$ cat src/rtl/riscv_pkg.sv
// Shared types and helpers for the RV64 memory-access stage: memory-op encoding,
// stage FSM states, and access-size / byte-enable helpers.
package riscv_pkg;

  localparam int ADDR_W = 48;
  localparam int XLEN   = 64;

  typedef enum logic [3:0] {
    MEM_NONE = 4'd0,
    LB       = 4'd1,
    LH       = 4'd2,
    LW       = 4'd3,
    LD       = 4'd4,
    LBU      = 4'd5,
    LHU      = 4'd6,
    LWU      = 4'd7,
    SB       = 4'd8,
    SH       = 4'd9,
    SW       = 4'd10,
    SD       = 4'd11
  } mem_op_e;

  typedef enum logic [1:0] {
    IDLE = 2'd0,
    REQ  = 2'd1,
    WAIT = 2'd2
  } mem_state_e;

  function automatic logic is_store(input mem_op_e op);
    return (op == SB) || (op == SH) || (op == SW) || (op == SD);
  endfunction

  // log2 of the access size in bytes (0 = byte ... 3 = double)
  function automatic logic [1:0] size_log2(input mem_op_e op);
    case (op)
      LB, LBU, SB: return 2'd0;
      LH, LHU, SH: return 2'd1;
      LW, LWU, SW: return 2'd2;
      default:     return 2'd3;
    endcase
  endfunction

  function automatic logic is_misaligned(input mem_op_e op, input logic [2:0] offset);
    if (op == MEM_NONE) return 1'b0;
    case (size_log2(op))
      2'd0:    return 1'b0;
      2'd1:    return offset[0];
      2'd2:    return |offset[1:0];
      default: return |offset;
    endcase
  endfunction

  function automatic logic [7:0] byte_en(input mem_op_e op, input logic [2:0] offset);
    case (size_log2(op))
      2'd0:    return 8'h01 << offset;
      2'd1:    return 8'h03 << offset;
      2'd2:    return 8'h0F << offset;
      default: return 8'hFF;
    endcase
  endfunction

endpackage

$ cat src/rtl/load_align.sv
// Load data extraction: picks the addressed lane out of an 8-byte memory word
// and sign/zero-extends it; FP word loads are NaN-boxed.
module load_align
  import riscv_pkg::*;
(
  input  logic [XLEN-1:0] rdata,
  input  logic [2:0]      offset,
  input  mem_op_e         mem_op,
  input  logic            reg_type,
  output logic [XLEN-1:0] data
);

  logic [XLEN-1:0] shifted;

  always_comb begin
    // NOTE: every always_comb output gets a default first so no path leaves it unassigned (no latch).
    shifted = rdata >> {offset, 3'b000};
    data    = shifted;
    case (mem_op)
      LB:  data = {{(XLEN-8){shifted[7]}}, shifted[7:0]};
      LH:  data = {{(XLEN-16){shifted[15]}}, shifted[15:0]};
      LW:  data = reg_type ? {{(XLEN-32){1'b1}}, shifted[31:0]}
                           : {{(XLEN-32){shifted[31]}}, shifted[31:0]};
      LBU: data = {{(XLEN-8){1'b0}}, shifted[7:0]};
      LHU: data = {{(XLEN-16){1'b0}}, shifted[15:0]};
      LWU: data = {{(XLEN-32){1'b0}}, shifted[31:0]};
      default: data = shifted;
    endcase
  end

endmodule

$ cat src/rtl/stage4_mem.sv
// Memory-access stage: passes ALU results through in one cycle and performs
// loads/stores over a single-outstanding req/gnt/rvalid data-memory port.
module stage4_mem
  import riscv_pkg::*;
(
  input  logic              clk,
  input  logic              n_reset,
  input  logic              valid_ex,
  input  logic [XLEN-1:0]   op_ex,
  input  logic [ADDR_W-1:0] mem_addr,
  input  logic [4:0]        rd_ex,
  input  logic              we_rd_ex,
  input  logic              reg_type_ex,
  input  mem_op_e           mem_op_ex,
  output logic              stall_mem,
  output logic              dmem_req,
  output logic              dmem_we,
  output logic [ADDR_W-1:0] dmem_addr,
  output logic [7:0]        dmem_be,
  output logic [XLEN-1:0]   dmem_wdata,
  input  logic              dmem_gnt,
  input  logic              dmem_rvalid,
  input  logic [XLEN-1:0]   dmem_rdata,
  output logic              valid_mem,
  output logic [XLEN-1:0]   op_mem,
  output logic [4:0]        rd_mem,
  output logic              we_rd_mem,
  output logic              reg_type_mem,
  output logic              misalign_mem
);

  mem_state_e        state;
  logic [XLEN-1:0]   op_q;
  logic [ADDR_W-1:0] addr_q;
  logic [4:0]        rd_q;
  logic              we_q;
  logic              type_q;
  mem_op_e           memop_q;
  logic [XLEN-1:0]   load_data;

  // Request fields come straight from the captured instruction, so they stay
  // stable for the whole REQ phase without extra registers.
  assign stall_mem  = (state != IDLE);
  assign dmem_req   = (state == REQ);
  assign dmem_we    = dmem_req && is_store(memop_q);
  assign dmem_addr  = dmem_req ? {addr_q[ADDR_W-1:3], 3'b000} : '0;
  assign dmem_be    = dmem_req ? byte_en(memop_q, addr_q[2:0]) : '0;
  assign dmem_wdata = dmem_req ? (op_q << {addr_q[2:0], 3'b000}) : '0;

  load_align u_load_align (
    .rdata    (dmem_rdata),
    .offset   (addr_q[2:0]),
    .mem_op   (memop_q),
    .reg_type (type_q),
    .data     (load_data)
  );

  // NOTE: state registers use non-blocking assignments so every flop samples pre-edge values.
  always_ff @(posedge clk or negedge n_reset) begin
    if (!n_reset) begin
      state        <= IDLE;
      op_q         <= '0;
      addr_q       <= '0;
      rd_q         <= '0;
      we_q         <= 1'b0;
      type_q       <= 1'b0;
      memop_q      <= MEM_NONE;
      valid_mem    <= 1'b0;
      op_mem       <= '0;
      rd_mem       <= '0;
      we_rd_mem    <= 1'b0;
      reg_type_mem <= 1'b0;
      misalign_mem <= 1'b0;
    end else begin
      valid_mem    <= 1'b0;
      we_rd_mem    <= 1'b0;
      misalign_mem <= 1'b0;
      case (state)
        IDLE: begin
          if (valid_ex) begin
            op_q    <= op_ex;
            addr_q  <= mem_addr;
            rd_q    <= rd_ex;
            we_q    <= we_rd_ex;
            type_q  <= reg_type_ex;
            memop_q <= mem_op_ex;
            if (mem_op_ex == MEM_NONE) begin
              valid_mem    <= 1'b1;
              op_mem       <= op_ex;
              rd_mem       <= rd_ex;
              we_rd_mem    <= we_rd_ex;
              reg_type_mem <= reg_type_ex;
            end else if (is_misaligned(mem_op_ex, mem_addr[2:0])) begin
              // Trap instead of accessing memory; the write-back is suppressed.
              valid_mem    <= 1'b1;
              misalign_mem <= 1'b1;
              rd_mem       <= rd_ex;
              reg_type_mem <= reg_type_ex;
            end else begin
              state <= REQ;
            end
          end
        end
        REQ: begin
          if (dmem_gnt) begin
            if (is_store(memop_q)) begin
              state        <= IDLE;
              valid_mem    <= 1'b1;
              rd_mem       <= rd_q;
              reg_type_mem <= type_q;
            end else begin
              state <= WAIT;
            end
          end
        end
        WAIT: begin
          if (dmem_rvalid) begin
            state        <= IDLE;
            valid_mem    <= 1'b1;
            op_mem       <= load_data;
            rd_mem       <= rd_q;
            we_rd_mem    <= we_q;
            reg_type_mem <= type_q;
          end
        end
        default: state <= IDLE;
      endcase
    end
  end

endmodule

$ cat config.mk
export PLATFORM = sky130hd
export DESIGN_NAME = stage4_mem
export DESIGN_NICKNAME = d
export VERILOG_FILES = /design/src/rtl/riscv_pkg.sv /design/src/rtl/load_align.sv /design/src/rtl/stage4_mem.sv
export SDC_FILE = /design/constraint.sdc
export NUM_CORES = 1
export LEC_CHECK = 0
export ABC_AREA = 1
export CORE_MARGIN = 1.5
export CORE_UTILIZATION = 44
export CTS_CLUSTER_DIAMETER = 150
export CTS_CLUSTER_SIZE = 30
export DETAILED_ROUTE_END_ITERATION = 10
export PLACE_DENSITY_LB_ADDON = 0.3
export SLEW_MARGIN = 20
export SYNTH_ARGS = -nofsm -noshare
export SYNTH_HDL_FRONTEND = slang
export SYNTH_HIERARCHICAL = 1
export SYNTH_SLANG_ARGS = --single-unit
$ cat constraint.sdc
create_clock -name clk -period 2 [get_ports clk]
set_input_delay 0.5 -clock clk [delete_from_list [all_inputs] [get_ports clk]]
set_output_delay 0.5 -clock clk [all_outputs]
set_load 0.005 [all_outputs]
==> run summary <==
power per cell area -> 1950 nW/µm²
Leak -> 12.0 nW
Fin Hold WS -> -22.7 ps
CTS tree -> done
die boundary height -> 176 µm
Post-Synthesis Cell Area -> 13200 µm²
Final setup viols -> 186
area leader, netlist -> dfrtp_1
DRC Markers -> 0
number of H-tree levels -> 4
first-pass GRT wire length -> 90.6 mm
relative slew slack -> 0.394
Synth cell types -> 42
overall routing resource usage -> 0.378
Post-Synthesis Cells -> 2045
Crit. End Element -> output port
startpoint types -> register
maximum clock frequency -> 316 MHz
GRT Residual Overflow -> 0
HPWL after detailed placement -> 41.8 mm
setup skew after layout -> 12.3 ps
Port Buf Inserts -> 384
RSZ-0062 raised after global routing -> yes
CTS Hold Bufs -> 0
top cells by count, synth -> nand2_1, o21ai_0, inv_1
clk_lat worst skew -> 460 ps
Syn-to-layout area delta -> 79.4%
Starting Density -> 0.447
Critical Path Fanout Max -> 11
IO Count -> 388
filler instances -> 1818
Slew Viols, Final -> 0
most frequent cell after synthesis -> nand2_1
clk slew on worst S/H paths -> 80 ps
Hold Violations, Final -> 4
Area contributors post-synth -> dfrtp_1, nand2_1, o21ai_0
share of layout cells above drive strength 1 -> 0.367
Critical Path RT -> 1500 ps
failing checks -> hold timing, setup timing
flops & latches, synth -> 198
R2R setup slack -> -640 ps
Post-Route WL -> 69.7 mm
CP Data Arrival Time -> 2670 ps
Final nets -> 2907
Final Cycle Share -> 1.58
Top FF cell, synth -> dfrtp_1
initial antenna violation count -> 5
Clock Tree Buf Depth -> 2
status -> complete, but fails checks
Reg2Reg Capture Point -> op_mem[48]$_DFFE_PN0P_
via density per instance -> 5.85
Layout Utilization -> 0.802
Seq/Total Area, Yosys -> 0.375
Post-synth EDFFs -> 0
Routed Antenna Nets -> 0
HP Class -> in2async
area share of the largest cell type after synthesis -> 0.375
Reg2Reg Depth -> 16
# clock sinks -> 198
largest net degree at the start of global routing -> 130
Slew @ Worst Pin -> 905 ps
number of global-route vias before repair -> 16400
placed instance area -> 19100 µm²
Avg Inst Size Synth -> 6.46 µm²
ys async rst share -> 1.00
die area -> 31100 µm²
core area -> 29600 µm²
root buf cell -> clkbuf_16
First-pass DRT Iterations -> 6
Placed Cells -> 2916
CP Class -> reg2out
Die Wd -> 176 µm
Via Count -> 18200
Final Cell Area -> 23700 µm²
DR WL/cell -> 22.4 µm
FP Rows -> 63
clock buffer count from CTS -> 17
total number of yosys warnings -> 6
fin cells -> 3112
drt first-iter violations -> 2396
Setup WS post-layout -> -1170 ps
maxcap violations -> 0
routability congestion estimate -> 0.947
Period minus WS final -> 3170 ps
FF-to-FF Start -> addr_q[0]$_DFFE_PN0P_
worst vdd ir -> 1.02 mV
-- cells by family (layout without fill, tap and decap cells) --
kind of cell    after synthesis  in the layout  share of synthesized area
compound gates              405            405                      0.165
fa+ha+maj                    11             11                     0.0104
buf+inv                     416           1086                      0.131
flops                       198            198                      0.375
mux                           7              7                    0.00530
other cells                   1              8                   0.000284
simple gates               1007           1007                      0.312
-- report_power, final --
| part | total, mW | leakage (nW) | internal (mW) | switching (mW) |
|---|---|---|---|---|
| Sequential | 8.08 | 2.44 | 6.04 | 2.05 |
| Clock | 3.56 | 0.288 | 1.71 | 1.85 |
| Combinational | 34.7 | 9.30 | 16.0 | 18.7 |
| Total | 46.3 | 12.0 | 23.7 | 22.6 |
-- what timing repair did --
item	4_1_cts	5_1_grt
resized for setup	794	628
pin swaps	77	209
cloned	20	16
endpoints found under the setup margin	183	190
setup buffers	79	80
-- registers in the layout, indices dropped and copies added, names as in the netlist --
name / flops
op_mem: 64
op_q: 64
addr_q: 48
rd_mem: 5
rd_q: 5
memop_q: 4
state: 2
misalign_mem: 1
reg_type_mem: 1
type_q: 1
valid_mem: 1
we_q: 1
we_rd_mem: 1
-- layer usage --
layer  vias up  global-route usage  wire, µm
met1      8528               0.475     24700
met2      1481               0.624     31600
met3       430              0.0637      7980
met4         0               0.197      5410
li1       7776                   -         -
met5         -                   0         0
-- critical path, stage by stage (launching register included) --
cell and delay, ps:
dfrtp_2 460, nor2_4 190, clkinvlp_4 210, buf_4 180
buf_4 190, o211ai_1 740, inv_1 80, buf_2 160
-- layout by cell type, fill, tap and decap left out, types with 6 or more instances in the layout --
master           synthesis  routed
nand2_1                752     602
clkdlybuf4s50_1          0     263
buf_4                   22     226
inv_1                  266     214
dfrtp_1                198     193
o21ai_1                 13     135
o21ai_0                301      99
buf_6                    2      96
nand2_2                 16      89
buf_2                   59      82
nand2_4                  0      74
o21ai_2                  0      58
nor2_1                  92      55
inv_2                    9      54
nand3_1                 73      50
buf_12                   0      50
nand4_1                 34      34
clkbuf_16                0      29
nand3_2                  3      23
o21ai_4                  0      22
o211ai_1                21      21
nor2_4                   1      20
nor2_2                   2      20
buf_8                    0      19
buf_16                   0      15
o22ai_2                  1      13
a21oi_1                 22      12
clkinv_8                 0      10
clkbuf_2                 0      10
ha_4                     0       9
o21a_1                   9       8
or2_4                    0       8
a21oi_2                  0       7
inv_6                    0       6
or2_1                    4       6
a31oi_1                  9       6
mux2i_4                  0       6
nor3_1                  11       6
-- final cells by class --
| cell class | count | area, µm² | area share |
|---|---|---|---|
| antenna | 5 | 12.5 | 0.000528 |
| sequential | 198 | 4960 | 0.209 |
| timing repair buffer | 775 | 7900 | 0.333 |
| timing repair inverter | 2 | 32.5 | 0.00137 |
| clock buffer | 18 | 439 | 0.0185 |
| tap | 390 | 488 | 0.0206 |
| inverter | 277 | 1100 | 0.0464 |
| multi-input combinational | 1433 | 8610 | 0.363 |
| clock inverter | 14 | 158 | 0.00665 |
-- how the worst max path moves through the flow --
| stage | startpoint | end | cells after the start |
|---|---|---|---|
| after floorplan | memop_q[1]$_DFFE_PN0P_ | dmem_be[5] | 11 |
| after global placement | memop_q[1]$_DFFE_PN0P_ | dmem_be[5] | 12 |
| after detailed placement | memop_q[1]$_DFFE_PN0P_ | dmem_be[5] | 12 |
| after CTS | memop_q[1]$_DFFE_PN0P_ | dmem_be[5] | 13 |
| after global routing | memop_q[1]$_DFFE_PN0P_ | dmem_be[5] | 13 |
| final | addr_q[1]$_DFFE_PN0P_ | dmem_wdata[43] | 7 |
-- stage by stage --
stage | TNS (ps) | worst slack [ps] | total power, mW | hold WS, ps
after global routing | -108710 | -1090 | 48.1 | 4.92
after CTS | -85070 | -919 | 38.5 | 12.4
after floorplan | -537 | -162 | 18.5 | 204
after global placement | -63860 | -739 | 29.5 | 459
final | -100760 | -1170 | 46.3 | -22.7
after detailed placement | -69170 | -831 | 29.9 | 463
Power figures use the tool's default switching activity.
